### src/rtl/led_blink_ctrl.sv
// Multi-channel LED driver: programmable prescaler, shared blink toggle and shared PWM counter.
// Optional build macro LED_ACTIVE_LOW_EN inverts the LED register (stores/drives ~next, resets to all ones).
module led_blink_ctrl #(
    parameter int WIDTH    = 22,
    parameter int NCH      = 4,
    parameter int PWM_BITS = 8
) (
    input  logic                    CLK,
    input  logic                    RESET,
    input  logic                    EN,
    input  logic [WIDTH-1:0]        DIV,
    input  logic [2*NCH-1:0]        MODE,
    input  logic [PWM_BITS*NCH-1:0] DUTY,
    output logic [NCH-1:0]          LED,
    output logic                    TICK,
    output logic [WIDTH-1:0]        COUNT
);

    localparam logic [1:0] MODE_OFF   = 2'b00;
    localparam logic [1:0] MODE_ON    = 2'b01;
    localparam logic [1:0] MODE_BLINK = 2'b10;
    localparam logic [1:0] MODE_PWM   = 2'b11;

`ifdef LED_ACTIVE_LOW_EN
    localparam logic [NCH-1:0] LED_RST = '1;
`else
    localparam logic [NCH-1:0] LED_RST = '0;
`endif

    logic [WIDTH-1:0]    cnt_q, cnt_d;
    logic                blink_q, blink_d;
    logic [PWM_BITS-1:0] pwm_cnt_q, pwm_cnt_d;
    logic                tick_q, tick_d;
    logic [NCH-1:0]      led_q, led_d, led_drive;
    logic                wrap;

    // The >= compare lets a lowered DIV force an immediate wrap instead of running to 2^WIDTH.
    always_comb begin
        wrap      = (cnt_q >= DIV);
        cnt_d     = cnt_q;
        blink_d   = blink_q;
        pwm_cnt_d = pwm_cnt_q;
        tick_d    = 1'b0;
        if (EN) begin
            if (wrap) begin
                cnt_d   = '0;
                blink_d = ~blink_q;
                tick_d  = 1'b1;
            end else begin
                cnt_d = cnt_q + WIDTH'(1);
            end
            pwm_cnt_d = pwm_cnt_q + PWM_BITS'(1);
        end
    end

    always_comb begin
        led_d = '0;
        for (int i = 0; i < NCH; i++) begin
            case (MODE[2*i +: 2])
                MODE_OFF:   led_d[i] = 1'b0;
                MODE_ON:    led_d[i] = 1'b1;
                MODE_BLINK: led_d[i] = blink_q;
                MODE_PWM:   led_d[i] = (pwm_cnt_q < DUTY[PWM_BITS*i +: PWM_BITS]);
                default:    led_d[i] = 1'b0;
            endcase
        end
    end

`ifdef LED_ACTIVE_LOW_EN
    assign led_drive = ~led_d;
`else
    assign led_drive = led_d;
`endif

    always_ff @(posedge CLK) begin
        if (RESET) begin
            cnt_q     <= '0;
            blink_q   <= 1'b0;
            pwm_cnt_q <= '0;
            tick_q    <= 1'b0;
            led_q     <= LED_RST;
        end else begin
            cnt_q     <= cnt_d;
            blink_q   <= blink_d;
            pwm_cnt_q <= pwm_cnt_d;
            tick_q    <= tick_d;
            led_q     <= led_drive;
        end
    end

    assign LED   = led_q;
    assign TICK  = tick_q;
    assign COUNT = cnt_q;

endmodule

### config.mk
export PLATFORM = sky130hd
export DESIGN_NAME = led_blink_ctrl
export DESIGN_NICKNAME = d
export VERILOG_FILES = /design/src/rtl/led_blink_ctrl.sv
export SDC_FILE = /design/constraint.sdc
export NUM_CORES = 1
export LEC_CHECK = 0
export CORE_ASPECT_RATIO = 1.1
export CORE_MARGIN = 5
export CORE_UTILIZATION = 40
export DETAILED_ROUTE_END_ITERATION = 16
export GPL_TIMING_DRIVEN = 0
export PLACE_DENSITY_LB_ADDON = 0.3
export SYNTH_ARGS = -nofsm -noshare
export SYNTH_HDL_FRONTEND = slang
export SYNTH_SLANG_ARGS = --single-unit
### constraint.sdc
create_clock -name CLK -period 2.6 [get_ports CLK]
set_input_delay 0.65 -clock CLK [delete_from_list [all_inputs] [get_ports CLK]]
set_output_delay 0.65 -clock CLK [all_outputs]
set_load 0.005 [all_outputs]
==> run metrics <==
startpoint class of the critical path=input pin; initial antenna violation count=0; vias per cell=5.06; fmax=about 0.4 GHz; Lkg Pwr=a little under 2 nW; Max H-tree Level=2; IO Count=92; class of the worst hold path=reg2reg; Worst-Skew Late Latency=290 ps; CP Data Required Time=between 2000 and 3000 ps; Top Family by Delay on Critical Path=buffers and inverters; Mean Syn Cell Area=8.05 µm²; crit path cell chain=clkdlybuf4s50_1 > inv_1 > ha_4 > nand2_2 > nor4_4 > buf_4 > o311ai_4 > a21boi_2 > buf_4 > mux2_4; DR pass1 iterations=4; Die Ht=97.7 µm; synthesis-to-finish area growth=54.1%; Final Slew Violations=0; number of diodes=0; Final ANT Viol Nets=0; Syn Inst Count=347; Arr. time, crit path=2700 ps; TritonCTS buffer count=5; Residual DRC=0; width of the die=roughly 90 µm; status=complete, no violations; hold_sp=COUNT[0]$_SDFFE_PP0P_; Logic pwr share=0.191; Pint=997 µW; clk root buf=clkbuf_8; ys async rst share=0; Syn Nets=approximately 460; Routed WL per cell=roughly 13 µm; Final Non-Filler Cells=approximately 540; share of cells above drive strength 1=0.154; Post-layout nets=570; DRT iter0 DRCs=46; Setup Crit Path Kind=in2reg; routed via count=2,730; total die area=~8800 µm²; largest net degree at the start of global routing=13; starting density of the core=0.403; clk buf depth=2; GRT Resource Usage Total=0.158; WL final=between 7000 and 8000 µm; first-pass GRT wire length=~11,000 µm; library cells used by synthesis=35; core area=6930 µm²; final core utilization=0.622; Worst setup EP type=flip-flop; most frequent CP cell=buf_4; sw frac=0.243; Max FO, Critical Path=4; max incr delay on CP=460 ps; CP Launch Point=DIV[10]; min cycle time layout=approximately 2500 ps; GR Overflow Total=0; slew margin rel.=0.544; setup violation total in the final timing report=0; Max VDD drop=between 0.0002 and 0.0003 V; Final GP Congestion=roughly 0.75; Max Clock Skew=8.19 ps; final worst-path cycle share=0.969; reg-to-reg critical path startpoint=COUNT[15]$_SDFFE_PP0P_; ys flop type=dfxtp_1; Seq/Total Area, Yosys=0.258; CP max stage cell=clkdlybuf4s50_1; Synth Register Bits=36; final-report hold violation count=0; worst-margin pin slew=684 ps; WP buf/inv=4; power share of the clock group=0.375; YS warnings=0; FP Rows=32; sequential share of power=0.434; post-DP HPWL=5420 µm; number of synthesized flops with an enable pin=0; pwr dens=306 nW/µm²; CTS clk-pin slew, worst paths=80 ps; vias in the first global route=between 2,000 and 3,000; Inst Count DP=522; CTS tree=built; Psw=320 µW; port bufs=90; # clock sinks=36; Cell Area, Synth=2790 µm²; Max Cap Violations=0
layer usage:
metal,part of all wire,routed length [µm],global-route usage
met5,0,0,0
met3,0.065,461,0.0365
met2,0.53,3790,0.291
met4,0.011,80,0.0355
met1,0.39,2760,0.179
placed cells by master (no fill, tap or decap), drive strengths merged, types with 4 or more instances in the layout:
master / count
nand2b: 8
a21o: 14
a21oi: 24
nor3: 20
xnor2: 12
nor2: 28
nand2: 29
o21ai: 5
buf: 11
xor2: 12
dlymetal6s2s: 5
clkdlybuf4s50: 77
inv: 52
clkbuf: 10
nand3: 5
ha: 52
dlygate4sd2: 8
nand4: 13
and3: 4
dfxtp: 36
logic make-up after synthesis:
logic type                 after synthesis  synth area share
buffers and inverters                   59            0.0846
AOI/OAI and AO/OA                       56             0.128
DFF                                     36             0.258
xor gates and xnor gates                24            0.0752
and+or+nand+nor                        118             0.214
adders and majority gates               52             0.233
muxes                                    2           0.00761
power groups by stage:
stage | Sequential, mW | Combinational, mW | Clock, mW
2_1_floorplan | 0.582 | 0.103 | 0
3_3_place_gp | 0.584 | 0.229 | 0
3_5_place_dp | 0.584 | 0.235 | 0
4_1_cts | 0.572 | 0.245 | 0.510
5_1_grt | 0.573 | 0.281 | 0.526
6_report | 0.571 | 0.252 | 0.494
through the flow:
step | total power [mW] | setup WS [ps] | instance area (µm²) | TNS (ps) | hold slack [ps]
2_1_floorplan | 0.685 | 231 | 2790 | 0 | 502
3_3_place_gp | 0.813 | -562 | 3800 | -10330 | 508
3_5_place_dp | 0.819 | -596 | 3800 | -11220 | 526
4_1_cts | 1.33 | 4.82 | 4200 | 0 | 537
5_1_grt | 1.38 | -1.49 | 4310 | -2.30 | 572
6_report | 1.32 | 80.1 | 4310 | 0 | 536
what timing repair did:
item | CTS | global route
gates cloned | 2 | 0
hold buffers | 0 | 0
setup endpoints to repair | 21 | 24
setup buffers | 8 | 1
pin swaps | 27 | 15
resized for setup | 44 | 28
hold endpoints to repair | 0 | 0
worst reg2reg max path, stage by stage (launching register included):
cell and delay (ps):
dfxtp_1 480, ha_4 260, nand4_1 180, buf_4 140, nor2_1 30, a222oi_1 230, nor3b_4 300, a21boi_2 110
buf_4 160, mux2_4 280
Yosys cell counts, drive strengths merged (2+ instances only):
| library cell | count | area, µm² |
|---|---|---|
| nand3 | 5 | 25.0 |
| nor2 | 28 | 105 |
| and4 | 3 | 26.3 |
| ha | 52 | 651 |
| a21oi | 24 | 120 |
| xnor2 | 12 | 105 |
| clkbuf | 5 | 18.8 |
| and3 | 4 | 25.0 |
| or3 | 2 | 12.5 |
| o21a | 3 | 22.5 |
| o211ai | 2 | 15.0 |
| a2111oi | 3 | 26.3 |
| xor2 | 12 | 105 |
| nand2 | 29 | 109 |
| inv | 52 | 195 |
| nor3 | 20 | 105 |
| nand4 | 13 | 81.3 |
| nor2b | 2 | 12.5 |
| dfxtp | 36 | 721 |
| o21ai | 5 | 25.0 |
| nand2b | 8 | 50.1 |
| a21o | 14 | 105 |
| buf | 2 | 22.5 |
registers in the layout, indices dropped and copies added, names as in the netlist:
register / count
COUNT: 22
LED: 4
TICK: 1
pwm_cnt_q: 8
blink_q: 1
worst paths after layout:
path | end | slack [ps] | cells past startpoint
max | blink_q$_SDFFE_PP0P_ | 80 | 10
min | COUNT[0]$_SDFFE_PP0P_ | 540 | 2
max reg2reg | blink_q$_SDFFE_PP0P_ | 330 | 9
min reg2reg | COUNT[0]$_SDFFE_PP0P_ | 540 | 2
layout make-up:
class / instances / area (µm²)
fill: 623 / 2620
multi-input combinational: 252 / 2140
timing repair buffer: 101 / 1020
sequential: 36 / 721
inverter: 52 / 195
tap: 85 / 106
clock buffer: 5 / 68.8
clock inverter: 3 / 42.5
buffer: 5 / 18.8
Power figures use the tool's default switching activity.
==> edit 1, RTL diff (same flow settings) <==
Set the parameter `NCH` to 6 (it was 4).
--- a/src/rtl/led_blink_ctrl.sv
+++ b/src/rtl/led_blink_ctrl.sv
@@ -3,5 +3,5 @@
 module led_blink_ctrl #(
     parameter int WIDTH    = 22,
-    parameter int NCH      = 4,
+    parameter int NCH      = 6,
     parameter int PWM_BITS = 8
 ) (
Ports: changed (resized DUTY, LED and MODE); port bits go from 92 to 114. The function was not compared with the original's and may differ.
==> edit 1 against the original RTL <==
  * Power up 16%
  * Non-clock buffer count up 15
  * Highest routed layer unchanged
  * Sequential cell count grew 2
  * Hold slack gained 43 ps
  * Area after synthesis increased by 18%
  * Worst setup slack worse by 19 ps
  * Routed wire length is 31% higher
  * Critical path depth is 2 lower
  * Final area rose by 10%
  * Count of clock-buffer cells in the layout rose by 2
==> edit 1: results (changes against the original RTL) <==
| Metric | Value |
|---|---|
| Overall Global Routing Usage | 0.1802 (was 0.1584) |
| Worst R2R Start | COUNT[0] (was COUNT[15]) |
| RePlAce Congestion | 0.8188 (was 0.7517) |
| Port bufs | 112 (was 90) |
| CTS buffer count | 5 (unchanged) |
| 1st-iter DRT viols | 109 (was 46) |
| Vias/cell | 5.132 (was 5.065) |
| Ys flop type | dfxtp_1 (unchanged) |
| Hpwl dp | 7.340 mm (was 5.424 mm) |
| Largest net degree at the start of global routing | 12 (was 13) |
| Hold Crit Endpoint | COUNT[20] (was COUNT[0]) |
| H-Tree Depth | 2 (unchanged) |
| RR Endpoint | blink_q (unchanged) |
| Pleak | 0.002216 uW (was 0.001965 uW) |
| Average cell area after synthesis | 7.904 um2 (was 8.052 um2) |
| Register area share after synthesis | 0.2314 (was 0.2579) |
| Clock Skew | 9.696 ps (was 8.193 ps) |
| Worst path arrival time | 2710 ps (was 2700 ps) |
| Outcome | completed (unchanged) |
| Hold Crit Start | COUNT[20] (was COUNT[0]) |
| CTS Buffer Depth | 2 (unchanged) |
| Netlist cell types | 42 (was 35) |
| Number of flip-flops under the largest register name | 22 (unchanged) |
| DRT Pass-1 Iters | 4 (unchanged) |
| Post-synth ARST share | 0 (unchanged) |
| First-pass GRT wire length | 14.82 mm (was 11.37 mm) |
| Slew headroom | 0.6212 (was 0.5437) |
| Hold WS | 578.9 ps (was 536.1 ps) |
| Fraction of layout cells with a size suffix above 1 | 0.05587 (was 0.1542) |
| Vias in the first global route | 3305 (was 2630) |
| Top cells by count, synth | inv_1 (74), ha_1 (66), nor2_1 (42) (was ha_1 (52), inv_1 (52), dfxtp_1 (36)) |
| Reg2reg path depth | 8 (was 9) |
| Inst Count DP | 636 (was 522) |
| Per-cell routed wire length | 14.46 um (was 13.16 um) |
| NumNets Final | 687 (was 570) |
| Layout fillers | 742 (was 623) |
| Non-Filler Instances | 645 (was 539) |
| Synth top area cells | ha_1 (25%), dfxtp_1 (23%), inv_1 (8.4%) (was dfxtp_1 (26%), ha_1 (23%), inv_1 (7.0%)) |
| Synth Net Count | 567 (was 464) |
| Peak VDD IR | 0.1818 mV (was 0.2969 mV) |
| Final Hold Vio Count | 0 (unchanged) |
-- edit 1: cell types whose count changed after synthesis, sizes merged, moves of 3 or more --
cell | before | now
a211oi | 1 | 14
nor3 | 20 | 5
o21ai | 5 | 12
nand2 | 29 | 26
o2111ai | 0 | 7
nor2 | 28 | 42
inv | 52 | 74
ha | 52 | 66
a31oi | 1 | 6
-- edit 1: per-stage QoR --
step	worst slack, ps	area, um2	utilization
finish	61.09	4748	0.5969
CTS	22.72	4668	0.5868
global route	-8.864	4748	0.5969
global placement	-309.6	4544	0.5712
detailed placement	-346.7	4544	0.5712
floorplan	316.0	3288	-
-- edit 1: kinds of logic (layout without fill, tap and decap cells) --
family                     count (synthesis)  after routing  share of synthesized area
adders and majority gates                 66             66                     0.2511
muxes                                      1              1                   0.003044
and+or+nand+nor                          118            118                     0.1766
buffers and inverters                     82            203                    0.09855
AOI/OAI and AO/OA                         87             87                     0.1754
xor gates and xnor gates                  24             24                    0.06393
DFF                                       38             38                     0.2314
-- edit 1: worst max path at each step --
stage	start	endpoint	cells past startpoint
after global routing	DIV[0]	blink_q	8
after global placement	DIV[17]	blink_q	8
final	DIV[13]	blink_q	8
after CTS	DIV[17]	COUNT[13]	10
after detailed placement	DIV[17]	blink_q	8
after floorplan	DIV[3]	COUNT[11]	9
-- edit 1: cell type report --
class                      instances  area [um2]  share of cell area
buffer                             7       35.03            0.007378
clock buffer                       7       76.32             0.01607
clock inverter                     1       30.03            0.006324
inverter                          74       277.8             0.05850
multi-input combinational        296        2297              0.4838
sequential                        38       760.7              0.1602
tap                              108       135.1             0.02846
timing repair buffer             114        1136              0.2393
-- edit 1: worst max-delay path: stages --
cell	delay, ps
clkdlybuf4s50_1	460
inv_1	50
ha_1	310
and4_4	250
o211ai_1	90
a21o_2	240
and4_1	180
or4_1	490
-- edit 1: repair_timing --
item                                    CTS  global route
pin swaps                                 1             5
setup buffers                             0             2
resized for setup                         6            18
endpoints found under the setup margin   11            11
-- edit 1: routing by layer --
| layer | vias to the layer above | track usage | wire, um |
|---|---|---|---|
| li1 | 1682 | - | - |
| met1 | 1535 | 0.2019 | 3972 |
| met2 | 86 | 0.3402 | 4795 |
| met3 | 7 | 0.03595 | 475 |
| met4 | 0 | 0.04108 | 87 |
| met5 | - | 0 | 0 |
-- edit 1: report_power, final --
part / leakage [uW] / internal (uW) / switching (uW)
registers: 0.000309 / 606 / 20.1
logic: 0.00185 / 237 / 157
clock network: 0.0000524 / 287 / 221
total: 0.00222 / 1130 / 398
==> edit 2, RTL diff (same flow settings) <==
Without the edit above. The output `LED` loses its register stage (`led_q` becomes a continuous assignment).
--- a/src/rtl/led_blink_ctrl.sv
+++ b/src/rtl/led_blink_ctrl.sv
@@ -79,5 +79,4 @@
             pwm_cnt_q <= '0;
             tick_q    <= 1'b0;
-            led_q     <= LED_RST;
         end else begin
             cnt_q     <= cnt_d;
@@ -85,7 +84,8 @@
             pwm_cnt_q <= pwm_cnt_d;
             tick_q    <= tick_d;
-            led_q     <= led_drive;
         end
     end
+
+    assign led_q = led_drive;
 
     assign LED   = led_q;
Formal check against the unedited RTL: not equivalent (Yosys sat finds a counterexample within 4 cycles, from zero or initial values and one cycle with RESET high).
==> edit 2 against the original RTL <==
  * Routed wire length is 0.37% lower
  * Sequential power is 11% lower
  * Sequential cell count is 4 lower
  * Clock power is 6.5% higher
  * Worst setup slack worse by 56 ps
  * Final area is 2.0% lower
  * Area after synthesis is 0.40% lower
  * Power is 2.4% lower
  * Critical path type unchanged
  * Largest cell class unchanged
  * Highest routed layer unchanged
==> edit 2: results (changes against the original RTL) <==
| Metric | Value |
|---|---|
| First-pass GRT wire length | 10.78 mm (was 11.37 mm) |
| Fraction of layout cells with a size suffix above 1 | 0.2115 (was 0.1542) |
| RePlAce Congestion | 0.7838 (was 0.7517) |
| 1st-iter DRT viols | 60 (was 46) |
| Per-cell routed wire length | 13.59 um (was 13.16 um) |
| Inst Count DP | 509 (was 522) |
| Number of flip-flops under the largest register name | 22 (unchanged) |
| Worst-path fanout max | 4 (unchanged) |
| Pleak | 0.002002 uW (was 0.001965 uW) |
| Pre-CTS setup slack | -799.6 ps (was -595.7 ps) |
| Met1 Use GR | 0.1747 (was 0.1791) |
| Worst slew pin tran | 831.5 ps (was 684.4 ps) |
| Hpwl dp | 5.561 mm (was 5.424 mm) |
| Synth top area cells | ha_1 (23%), dfxtp_1 (23%), inv_1 (7.3%) (was dfxtp_1 (26%), ha_1 (23%), inv_1 (7.0%)) |
| Overall Global Routing Usage | 0.1538 (was 0.1584) |
| NumNets Final | 551 (was 570) |
| Port bufs | 91 (was 90) |
| Peak VDD IR | 0.2527 mV (was 0.2969 mV) |
| Non-Filler Instances | 520 (was 539) |
| Layout fillers | 609 (was 623) |
| Synth Net Count | 450 (was 464) |
| M2 GR Usage | 0.2785 (was 0.2911) |
| Outcome | completed (unchanged) |
| DRT Pass-1 Iters | 4 (unchanged) |
| Average cell area after synthesis | 8.356 um2 (was 8.052 um2) |
| Post-synth EDFFs | 0 (unchanged) |
| Crit path max-delay family | buffers and inverters (unchanged) |
| Worst path arrival time | 2750 ps (was 2700 ps) |
| YS warnings | 0 (unchanged) |
| Routing usage on met3 | 0.02629 (was 0.03647) |
| Register area share after synthesis | 0.2302 (was 0.2579) |
| Clock Skew | 4.307 ps (was 8.193 ps) |
| Post-synth ARST share | 0 (unchanged) |
| Root Driver | clkbuf_8 (unchanged) |
| Vias | 2579 (was 2730) |
| Worst hold-check path type | register to register (unchanged) |
| Top cells by count, synth | inv_1 (54), ha_1 (52), dfxtp_1 (32) (was ha_1 (52), inv_1 (52), dfxtp_1 (36)) |
| Netlist cell types | 44 (was 35) |
| Largest net degree at the start of global routing | 11 (was 13) |
| Clock slew at reported path FFs | 70 ps |
| Vias in the first global route | 2546 (was 2630) |
| Ys flop type | dfxtp_1 (unchanged) |
| Dpl cell area | 3800 um2 (was 3801 um2) |
| Crit path largest cell delay | 460 ps (about the same) |
| CTS Buffer Depth | 2 (unchanged) |
| CTS buffer count | 5 (unchanged) |
| Initial antenna violation count | 0 (unchanged) |
| Worst-skew pair later-pin latency | 280 ps |
## edit 2: changes by cell type after synthesis, moves of 5 or more
cell / before / now
nor3_1: 19 / 1
nor3_2: 1 / 19
a21o_1: 14 / 6
nor2_1: 28 / 20
o21ai_0: 5 / 13
nand2_1: 29 / 23
a21oi_1: 24 / 19
## edit 2: what timing repair did
action                                 CTS  global route
endpoints found under the hold margin    0             0
setup endpoints to repair               25            25
hold buffers                             0             0
pin swaps                               44            39
resized for setup                       63            62
buffers inserted                         0             3
## edit 2: kinds of logic (layout without fill, tap and decap cells)
kind of cell | Yosys count | count (layout) | share of synthesized area
xor gates and xnor gates | 24 | 24 | 0.07554
buffers and inverters | 60 | 162 | 0.08633
AOI/OAI and AO/OA | 57 | 57 | 0.1322
DFF | 32 | 32 | 0.2302
and+or+nand+nor | 106 | 106 | 0.2329
muxes | 2 | 2 | 0.008991
adders and majority gates | 52 | 52 | 0.2338
## edit 2: area by class of cell
type                    instances  area share
clock inverters                 1    0.007117
repair buffers                 94      0.2162
inverters                      54     0.04982
clock buffers                   7     0.02284
plain buffers                   6     0.01186
well taps                      85     0.02521
flip-flops and latches         32      0.1524
multi-input cells             241      0.5145
## edit 2: worst register-to-register path, cell delays in order (launching register included)
cell      delay (ps)
dfxtp_1          430
inv_1             80
ha_1             260
nand2b_1         150
a21oi_2          190
o21bai_4          70
o311a_4          400
o21a_4           250
mux2_4           290
## edit 2: path summary, 6_finish.rpt
check / startpoint / end / slack (ps) / depth (start not counted)
worst min register to register: pwm_cnt_q[5] / pwm_cnt_q[5] / 570 / 2
worst max register to register: COUNT[0] / blink_q / 360 / 8
worst max-delay path: DIV[15] / blink_q / 20 / 8
worst min-delay path: pwm_cnt_q[5] / pwm_cnt_q[5] / 570 / 2
## edit 2: layer usage
layer | up-vias | wire length [um]
met2 | 63 | 3624
met4 | 0 | 136
met5 | - | 0
met3 | 11 | 313
met1 | 1161 | 2994
li1 | 1344 | -
## edit 2: through the flow
stage	hold slack, ps	utilization	power [uW]
2_1_floorplan	509.9	-	617.6
3_3_place_gp	558.5	0.5518	748.8
3_5_place_dp	568.5	0.5518	755.9
4_1_cts	580.8	0.5718	1275
5_1_grt	596.9	0.6126	1351
6_report	568.2	0.6126	1286
## edit 2: power by group
group | switching [uW] | leakage (uW) | internal, uW
Clock | 188 | 0.0000645 | 338
Sequential | 12.4 | 0.000259 | 496
Combinational | 103 | 0.00168 | 148
